$ cat src/rtl/exe_pkg.sv
// Shared encodings for the EX stage: ALU ops, multiply/divide ops, MDU states, forward selects.
package exe_pkg;

  localparam logic [3:0] ALU_AND  = 4'd0;
  localparam logic [3:0] ALU_OR   = 4'd1;
  localparam logic [3:0] ALU_XOR  = 4'd2;
  localparam logic [3:0] ALU_NOR  = 4'd3;
  localparam logic [3:0] ALU_ADD  = 4'd4;
  localparam logic [3:0] ALU_SUB  = 4'd5;
  localparam logic [3:0] ALU_SLT  = 4'd6;
  localparam logic [3:0] ALU_SLTU = 4'd7;
  localparam logic [3:0] ALU_SLL  = 4'd8;
  localparam logic [3:0] ALU_SRL  = 4'd9;
  localparam logic [3:0] ALU_SRA  = 4'd10;

  localparam logic [2:0] MD_NONE  = 3'd0;
  localparam logic [2:0] MD_MULT  = 3'd1;
  localparam logic [2:0] MD_MULTU = 3'd2;
  localparam logic [2:0] MD_DIV   = 3'd3;
  localparam logic [2:0] MD_DIVU  = 3'd4;
  localparam logic [2:0] MD_MFHI  = 3'd5;
  localparam logic [2:0] MD_MFLO  = 3'd6;

  localparam logic [1:0] FWD_RD1     = 2'b00;
  localparam logic [1:0] FWD_RESULTW = 2'b01;
  localparam logic [1:0] FWD_ALUOUTM = 2'b10;

  typedef enum logic [1:0] {
    MD_IDLE  = 2'd0,
    MD_RUN   = 2'd1,
    MD_FIXUP = 2'd2
  } mdState_e;

endpackage

$ cat src/rtl/md_unit.sv
// Iterative multiply/divide unit: one bit per cycle on magnitudes, sign fixup, HI/LO registers.
module md_unit
  import exe_pkg::*;
#(
  parameter int DATA_W = 32,
  parameter int CNT_W  = 6
) (
  input  logic              clk,
  input  logic              rst_n,
  input  logic              start,
  input  logic [2:0]        op,
  input  logic [DATA_W-1:0] a,
  input  logic [DATA_W-1:0] b,
  output logic [DATA_W-1:0] hi,
  output logic [DATA_W-1:0] lo,
  output logic              busy
);

  mdState_e          state;
  logic [CNT_W-1:0]  cnt;
  logic [DATA_W:0]   acc;
  logic [DATA_W-1:0] q, bReg, aSave;
  logic              isDiv, negQ, negR, divZero;

  logic              opSigned, aNeg, bNeg;
  logic [DATA_W-1:0] aMag, bMag;
  logic [DATA_W:0]   mulSum, divShift;
  logic [DATA_W+1:0] divDiff;
  logic [2*DATA_W-1:0] prod, prodFix;
  logic [DATA_W-1:0] quot, rem;

  assign opSigned = (op == MD_MULT) || (op == MD_DIV);
  assign aNeg     = opSigned & a[DATA_W-1];
  assign bNeg     = opSigned & b[DATA_W-1];
  assign aMag     = aNeg ? -a : a;
  assign bMag     = bNeg ? -b : b;

  // multiply: {acc,q} shifts right; divide: {acc,q} shifts left with restoring subtract
  assign mulSum   = acc + {1'b0, (q[0] ? bReg : {DATA_W{1'b0}})};
  assign divShift = {acc[DATA_W-1:0], q[DATA_W-1]};
  assign divDiff  = {1'b0, divShift} - {2'b00, bReg};

  assign prod     = {acc[DATA_W-1:0], q};
  assign prodFix  = negQ ? -prod : prod;
  assign quot     = negQ ? -q : q;
  assign rem      = negR ? -acc[DATA_W-1:0] : acc[DATA_W-1:0];

  assign busy     = (state != MD_IDLE);

  always_ff @(posedge clk or negedge rst_n) begin
    if (!rst_n) begin
      state   <= MD_IDLE;
      cnt     <= '0;
      acc     <= '0;
      q       <= '0;
      bReg    <= '0;
      aSave   <= '0;
      isDiv   <= 1'b0;
      negQ    <= 1'b0;
      negR    <= 1'b0;
      divZero <= 1'b0;
      hi      <= '0;
      lo      <= '0;
    end else begin
      case (state)
        MD_IDLE: if (start) begin
          acc     <= '0;
          q       <= aMag;
          bReg    <= bMag;
          aSave   <= a;
          isDiv   <= (op == MD_DIV) || (op == MD_DIVU);
          negQ    <= aNeg ^ bNeg;
          negR    <= aNeg;
          divZero <= (b == '0);
          cnt     <= '0;
          state   <= MD_RUN;
        end
        MD_RUN: begin
          if (isDiv) begin
            if (!divDiff[DATA_W+1]) begin
              acc <= divDiff[DATA_W:0];
              q   <= {q[DATA_W-2:0], 1'b1};
            end else begin
              acc <= divShift;
              q   <= {q[DATA_W-2:0], 1'b0};
            end
          end else begin
            acc <= {1'b0, mulSum[DATA_W:1]};
            q   <= {mulSum[0], q[DATA_W-1:1]};
          end
          cnt <= cnt + 1'b1;
          if (cnt == CNT_W'(DATA_W-1)) state <= MD_FIXUP;
        end
        MD_FIXUP: begin
          if (!isDiv) begin
            hi <= prodFix[2*DATA_W-1:DATA_W];
            lo <= prodFix[DATA_W-1:0];
          end else if (divZero) begin
            hi <= aSave;
            lo <= '1;
          end else begin
            hi <= rem;
            lo <= quot;
          end
          cnt   <= '0;
          state <= MD_IDLE;
        end
        default: state <= MD_IDLE;
      endcase
    end
  end

endmodule

$ cat src/rtl/execute_stage_md.sv
// MIPS EX stage: forwarding muxes, single-cycle ALU, dest-reg select, and an iterative MDU with stall.
module execute_stage_md
  import exe_pkg::*;
#(
  parameter int DATA_W = 32,
  parameter int REG_AW = 5,
  parameter int CNT_W  = 6
) (
  input  logic              clk,
  input  logic              rst_n,
  input  logic              valid_e,
  input  logic              alu_src_e,
  input  logic              reg_dst_e,
  input  logic [1:0]        fwd_a_e,
  input  logic [1:0]        fwd_b_e,
  input  logic [3:0]        alu_ctrl_e,
  input  logic [2:0]        md_op_e,
  input  logic [DATA_W-1:0] rd1_e,
  input  logic [DATA_W-1:0] rd2_e,
  input  logic [DATA_W-1:0] sign_imm_e,
  input  logic [REG_AW-1:0] rt_e,
  input  logic [REG_AW-1:0] rd_e,
  input  logic [DATA_W-1:0] result_w,
  input  logic [DATA_W-1:0] alu_out_m,
  output logic [DATA_W-1:0] alu_out_e,
  output logic [DATA_W-1:0] write_data_e,
  output logic [REG_AW-1:0] write_reg_e,
  output logic              ovf_e,
  output logic              zero_e,
  output logic              stall_e,
  output logic              md_busy
);

  localparam int SHW = $clog2(DATA_W);

  logic [DATA_W-1:0] srcA, fwdB, srcB, aluRes, sum, diff, hi, lo;
  logic [SHW-1:0]    shamt;
  logic              isMd, isMulDiv, mdStart;

  always_comb begin
    case (fwd_a_e)
      FWD_RESULTW: srcA = result_w;
      FWD_ALUOUTM: srcA = alu_out_m;
      default:     srcA = rd1_e;
    endcase
    case (fwd_b_e)
      FWD_RESULTW: fwdB = result_w;
      FWD_ALUOUTM: fwdB = alu_out_m;
      default:     fwdB = rd2_e;
    endcase
  end

  assign srcB         = alu_src_e ? sign_imm_e : fwdB;
  assign write_data_e = fwdB;
  assign write_reg_e  = reg_dst_e ? rd_e : rt_e;
  assign shamt        = srcB[SHW-1:0];
  assign sum          = srcA + srcB;
  assign diff         = srcA - srcB;

  always_comb begin
    aluRes = '0;
    ovf_e  = 1'b0;
    case (alu_ctrl_e)
      ALU_AND:  aluRes = srcA & srcB;
      ALU_OR:   aluRes = srcA | srcB;
      ALU_XOR:  aluRes = srcA ^ srcB;
      ALU_NOR:  aluRes = ~(srcA | srcB);
      ALU_ADD: begin
        aluRes = sum;
        ovf_e  = (srcA[DATA_W-1] == srcB[DATA_W-1]) && (sum[DATA_W-1] != srcA[DATA_W-1]);
      end
      ALU_SUB: begin
        aluRes = diff;
        ovf_e  = (srcA[DATA_W-1] != srcB[DATA_W-1]) && (diff[DATA_W-1] != srcA[DATA_W-1]);
      end
      ALU_SLT:  aluRes = {{(DATA_W-1){1'b0}}, ($signed(srcA) < $signed(srcB))};
      ALU_SLTU: aluRes = {{(DATA_W-1){1'b0}}, (srcA < srcB)};
      ALU_SLL:  aluRes = srcA << shamt;
      ALU_SRL:  aluRes = srcA >> shamt;
      ALU_SRA:  aluRes = $unsigned($signed(srcA) >>> shamt);
      default:  aluRes = '0;
    endcase
  end

  // MFHI/MFLO only complete while the MDU is idle, since stall_e holds them otherwise
  always_comb begin
    case (md_op_e)
      MD_MFHI: alu_out_e = hi;
      MD_MFLO: alu_out_e = lo;
      default: alu_out_e = aluRes;
    endcase
  end

  assign zero_e   = (alu_out_e == '0);
  assign isMd     = (md_op_e != MD_NONE) && (md_op_e <= MD_MFLO);
  assign isMulDiv = (md_op_e >= MD_MULT) && (md_op_e <= MD_DIVU);
  assign stall_e  = valid_e & md_busy & isMd;
  assign mdStart  = valid_e & ~stall_e & isMulDiv & ~md_busy;

  md_unit #(.DATA_W(DATA_W), .CNT_W(CNT_W)) uMd (
    .clk   (clk),
    .rst_n (rst_n),
    .start (mdStart),
    .op    (md_op_e),
    .a     (srcA),
    .b     (fwdB),
    .hi    (hi),
    .lo    (lo),
    .busy  (md_busy)
  );

endmodule

$ cat config.mk
export PLATFORM = sky130hd
export DESIGN_NAME = execute_stage_md
export DESIGN_NICKNAME = d
export VERILOG_FILES = /design/src/rtl/exe_pkg.sv /design/src/rtl/md_unit.sv /design/src/rtl/execute_stage_md.sv
export SDC_FILE = /design/constraint.sdc
export NUM_CORES = 2
export LEC_CHECK = 0
export CAP_MARGIN = 10
export CORE_MARGIN = 5
export CORE_UTILIZATION = 30
export DETAILED_ROUTE_END_ITERATION = 16
export DONT_BUFFER_PORTS = 1
export HOLD_SLACK_MARGIN = 0.05
export PLACE_DENSITY_LB_ADDON = 0.3
export SYNTH_ARGS = -nofsm -noshare
export SYNTH_HDL_FRONTEND = slang
export SYNTH_SLANG_ARGS = --single-unit
$ cat constraint.sdc
create_clock -name clk -period 5.6 [get_ports clk]
set_input_delay 0.56 -clock clk [delete_from_list [all_inputs] [get_ports clk]]
set_output_delay 0.56 -clock clk [all_outputs]
set_load 0.05 [all_outputs]
==> out/summary.txt <==
SYNTH
-------------------------------------------------------------------------------------------
Mapped cell area .............................................................  27300 sq um
Flip-flop and latch count after synthesis ....................................          205
EDFF count, synth ............................................................            0
Number of different library cells in the post-synthesis netlist ..............           88
Top cells by count, synth .................................................... sky130_fd_sc_hd__nand2_1 (451), sky130_fd_sc_hd__o21ai_0 (443), sky130_fd_sc_hd__nor2_1 (340)
Synth warnings ...............................................................            0
Dominant cell by count in the synthesized netlist ............................ sky130_fd_sc_hd__nand2_1
Cell types with the largest area share after synthesis ....................... sky130_fd_sc_hd__dfrtp_1 (19%), sky130_fd_sc_hd__o21ai_0 (8.1%), sky130_fd_sc_hd__ha_1 (8.1%)
Top cell type's share of synthesized area ....................................        18.8%
Number of instances in the synthesized netlist ...............................         3868
Top_reg_cell synth ........................................................... sky130_fd_sc_hd__dfrtp_1
Area leader, netlist ......................................................... sky130_fd_sc_hd__dfrtp_1
Net count after synthesis ....................................................         4234
Mean post-synth cell area ....................................................   7.05 sq um
Part of the Yosys area used for sequential elements ..........................        18.8%
Share of async-settable or async-resettable flops after synthesis ............         100%

TIMING
-------------------------------------------------------------------------------------------
Fin. Hold Viols ..............................................................            0
Slew @ Worst Pin .............................................................      1140 ps
Worst slew margin relative to its limit ......................................        23.9%
Setup repair after global routing missed its margin ..........................          yes
Post-layout min period .......................................................      5670 ps
Worst clock skew on the final layout .........................................      16.2 ps
Final critical-path setup slack ..............................................     -69.9 ps
Setup violators final ........................................................            1
Setup TNS after final layout .................................................     -69.9 ps
Final cycle utilization of the critical path .................................         101%
Final count of pins violating max slew .......................................            0
Max frequency ................................................................      176 MHz
Worst hold slack across all endpoints ........................................      89.6 ps

FINISH
-------------------------------------------------------------------------------------------
Layout cells sized above 1 ...................................................        21.8%
Layout Area Growth over Synthesis ............................................        28.7%
Net count reported at finish .................................................         4653

POWER AND IR DROP
-------------------------------------------------------------------------------------------
Sequential Power Share .......................................................        21.0%
P_sw .........................................................................      7690 uW
Leakage power figure .........................................................    0.0152 uW
Power density over the cells .................................................  422 nW/um^2
Power share of the combinational group .......................................        66.8%
Clk pwr share ................................................................        12.2%
Fraction of power spent switching nets .......................................        52.0%
Internal .....................................................................      7110 uW
Worst supply voltage drop on vdd .............................................     0.324 mV

CRITICAL PATH
-------------------------------------------------------------------------------------------
Crit path arrival time .......................................................      5110 ps
Required time worst endpoint .................................................      5040 ps
Startpoint kind of the worst setup timing path ............................... primary input
Worst Path Class, Setup ...................................................... primary input to output pin
Worst-path maximum fanout ....................................................           26
Critical path capture point type .............................................   output pin

RUN STATUS
-------------------------------------------------------------------------------------------
Failing checks ............................................................... negative setup slack
Outcome ...................................................................... finished with violations

GRT
-------------------------------------------------------------------------------------------
Global-route wire length before repair .......................................    217000 um
Final global-route overflow total ............................................            0
Initial antenna violation count ..............................................            9
Aggregate global-route resource usage ........................................        29.7%
Number of global-route vias before repair ....................................        30300
Pin count of the biggest net entering global routing .........................          206

CLOCK NETWORK
-------------------------------------------------------------------------------------------
Max Buffers Root-to-Sink .....................................................            3
Inserted Clock Buffers .......................................................           24
Clock latency on the worst-skew pair .........................................       550 ps
Clk sink count ...............................................................          205
CTS clk-pin slew, worst paths ................................................        70 ps
H-Tree Level Count ...........................................................            1
Cell chosen for the clock root ............................................... sky130_fd_sc_hd__clkbuf_16
Clock tree from TritonCTS ....................................................         done

ROUTE
-------------------------------------------------------------------------------------------
Wire length per cell after detailed routing ..................................      27.8 um
Total via count in the routed design .........................................        32300
Length of the first detailed-routing pass in iterations ......................            7
Post-DRT Antenna Nets ........................................................            0
Remaining routing DRC violations .............................................            0
Number of design-rule violations left by the first detailed-router iteration .         3581
Wirelength, routed ...........................................................    153000 um
Routed vias/inst .............................................................         5.89

PLACED DESIGN
-------------------------------------------------------------------------------------------
Routability congestion estimate from global placement ........................         1.07
DP HPWL ......................................................................    123000 um
Number of I/O port buffers ...................................................            0

FLOORPLANNING
-------------------------------------------------------------------------------------------
Initial Utilization ..........................................................        30.2%
Chip Height ..................................................................       311 um
Top-level I/O count ..........................................................          259
Core footprint ...............................................................  90100 sq um
Number of rows created at floorplan ..........................................          110
Die Area .....................................................................  97000 sq um
Die span in x ................................................................       311 um

RUN
-------------------------------------------------------------------------------------------
Max-cap violation count ......................................................            0

WORST HOLD PATH
-------------------------------------------------------------------------------------------
Tightest Hold Check Type ..................................................... primary input to asynchronous set/reset pin

## kinds of logic after synthesis
logic type                 count (synthesis)  synth area share, %
AOI/OAI and AO/OA                       1401                 32.5
and+or+nand+nor                         1181                 19.6
buffers and inverters                    510                 7.27
xor gates and xnor gates                 219                 7.03
DFF                                      205                 18.8
adders and majority gates                180                 8.37
muxes                                    172                 6.41
## layout by cell type (no fill, tap or decap), types with 29 or more instances in the layout
master and count:
sky130_fd_sc_hd__a211oi_1 29, sky130_fd_sc_hd__a21o_1 32, sky130_fd_sc_hd__a21oi_1 264, sky130_fd_sc_hd__a221o_1 33
sky130_fd_sc_hd__a22oi_1 90, sky130_fd_sc_hd__a31oi_1 39, sky130_fd_sc_hd__buf_4 638, sky130_fd_sc_hd__dfrtp_1 202
sky130_fd_sc_hd__ha_1 161, sky130_fd_sc_hd__inv_1 205, sky130_fd_sc_hd__mux2i_1 154, sky130_fd_sc_hd__nand2_1 447
sky130_fd_sc_hd__nand2b_1 41, sky130_fd_sc_hd__nand3_1 56, sky130_fd_sc_hd__nor2_1 336, sky130_fd_sc_hd__nor3_1 81
sky130_fd_sc_hd__o211ai_1 71, sky130_fd_sc_hd__o21a_1 35, sky130_fd_sc_hd__o21ai_0 402, sky130_fd_sc_hd__o21ai_1 35
sky130_fd_sc_hd__o22ai_1 57, sky130_fd_sc_hd__o31ai_1 33, sky130_fd_sc_hd__xnor2_1 155, sky130_fd_sc_hd__xor2_1 64
## cell type report
cell class                      instances  area (sq um)
Clock inverter                         16           245
Antenna cell                            6          15.0
Sequential cell                       205          5140
Timing Repair Buffer                  682          5560
Tap cell                             1176          1470
Inverter                              221           836
Fill cell                            9476         55000
Multi-Input combinational cell       3153         21200
Clock buffer                           28           656
## state kept, by name, summed over array words and instances, names as in the netlist
name         count
uMd.acc         33
uMd.aSave       32
uMd.bReg        32
uMd.hi          32
uMd.lo          32
uMd.q           32
uMd.cnt          6
uMd.state        2
uMd.divZero      1
uMd.isDiv        1
uMd.negQ         1
uMd.negR         1
## repair_timing
action / 4_1_cts / 5_1_grt
gates resized for setup: 91 / 92
hold buffers: 1 / 0
cloned: 1 / 1
pin swaps: 27 / 49
hold endpoints to repair: 205 / 0
endpoints found under the setup margin: 1 / 3
buffers inserted: 11 / 21
## worst max-delay path, stage by stage
cell and delay [ps]:
sky130_fd_sc_hd__inv_1 60, sky130_fd_sc_hd__ha_4 210, sky130_fd_sc_hd__buf_6 170, sky130_fd_sc_hd__buf_4 130, sky130_fd_sc_hd__a22o_4 130, sky130_fd_sc_hd__o221a_4 210, sky130_fd_sc_hd__buf_4 170, sky130_fd_sc_hd__buf_12 230
sky130_fd_sc_hd__inv_2 80, sky130_fd_sc_hd__buf_12 170, sky130_fd_sc_hd__ha_1 270, sky130_fd_sc_hd__buf_4 210, sky130_fd_sc_hd__o21ai_0 160, sky130_fd_sc_hd__nor2_1 130, sky130_fd_sc_hd__o211ai_1 340, sky130_fd_sc_hd__nand4_1 350
sky130_fd_sc_hd__a221oi_1 320, sky130_fd_sc_hd__buf_4 170, sky130_fd_sc_hd__o221ai_1 140, sky130_fd_sc_hd__nor4_2 280, sky130_fd_sc_hd__nand4_1 210, sky130_fd_sc_hd__nor2b_4 200, sky130_fd_sc_hd__buf_12 150
## per-layer routing
metal	up-vias	track usage [%]	part of all wire (%)
met1	15500	39.5	42
met3	395	6.47	8.8
met2	1534	45.0	43
met4	12	16.2	6.8
met5	-	0	0.050
li1	14900	-	-
## power groups by stage
stage	Sequential (uW)	Combinational, uW	Clock, uW
finish	3100	9890	1810
global route	3170	10700	1890
CTS	3070	9620	1830
detailed placement	3090	9420	0
global placement	3080	9370	0
floorplan	2510	6580	0
## path summary, 6_finish.rpt
check,end,cells after the start,startpoint,slack (ps)
setup / recovery,zero_e,23,fwd_b_e[1],-70
hold / removal,uMd.acc[4]$_DFFE_PN0P_,1,rst_n,90
setup reg to reg,uMd.acc[0]$_DFFE_PN0P_,14,uMd.acc[13]$_DFFE_PN0P_,960
hold reg to reg,uMd.aSave[5]$_DFFE_PN0P_,2,uMd.aSave[5]$_DFFE_PN0P_,480
max in group asynchronous,uMd.isDiv$_DFFE_PN0P_,1,rst_n,4610
min in group clk,uMd.isDiv$_DFFE_PN0P_,2,md_op_e[2],290
## stage by stage
stage | util [%] | worst slack, ps | cell area (sq um) | cells | power, uW
after detailed placement | 36.7 | -580 | 33100 | 5403 | 12500
after global routing | 38.9 | -151 | 35100 | 5482 | 15800
final | 38.9 | -69.9 | 35100 | 5487 | 14800
after global placement | 36.7 | -509 | 33100 | 5403 | 12400
after floorplan | - | -71.8 | 27600 | 3868 | 9080
after CTS | 38.3 | -5.62 | 34500 | 5460 | 14500
Note: power is estimated with default switching activity, not from simulation.
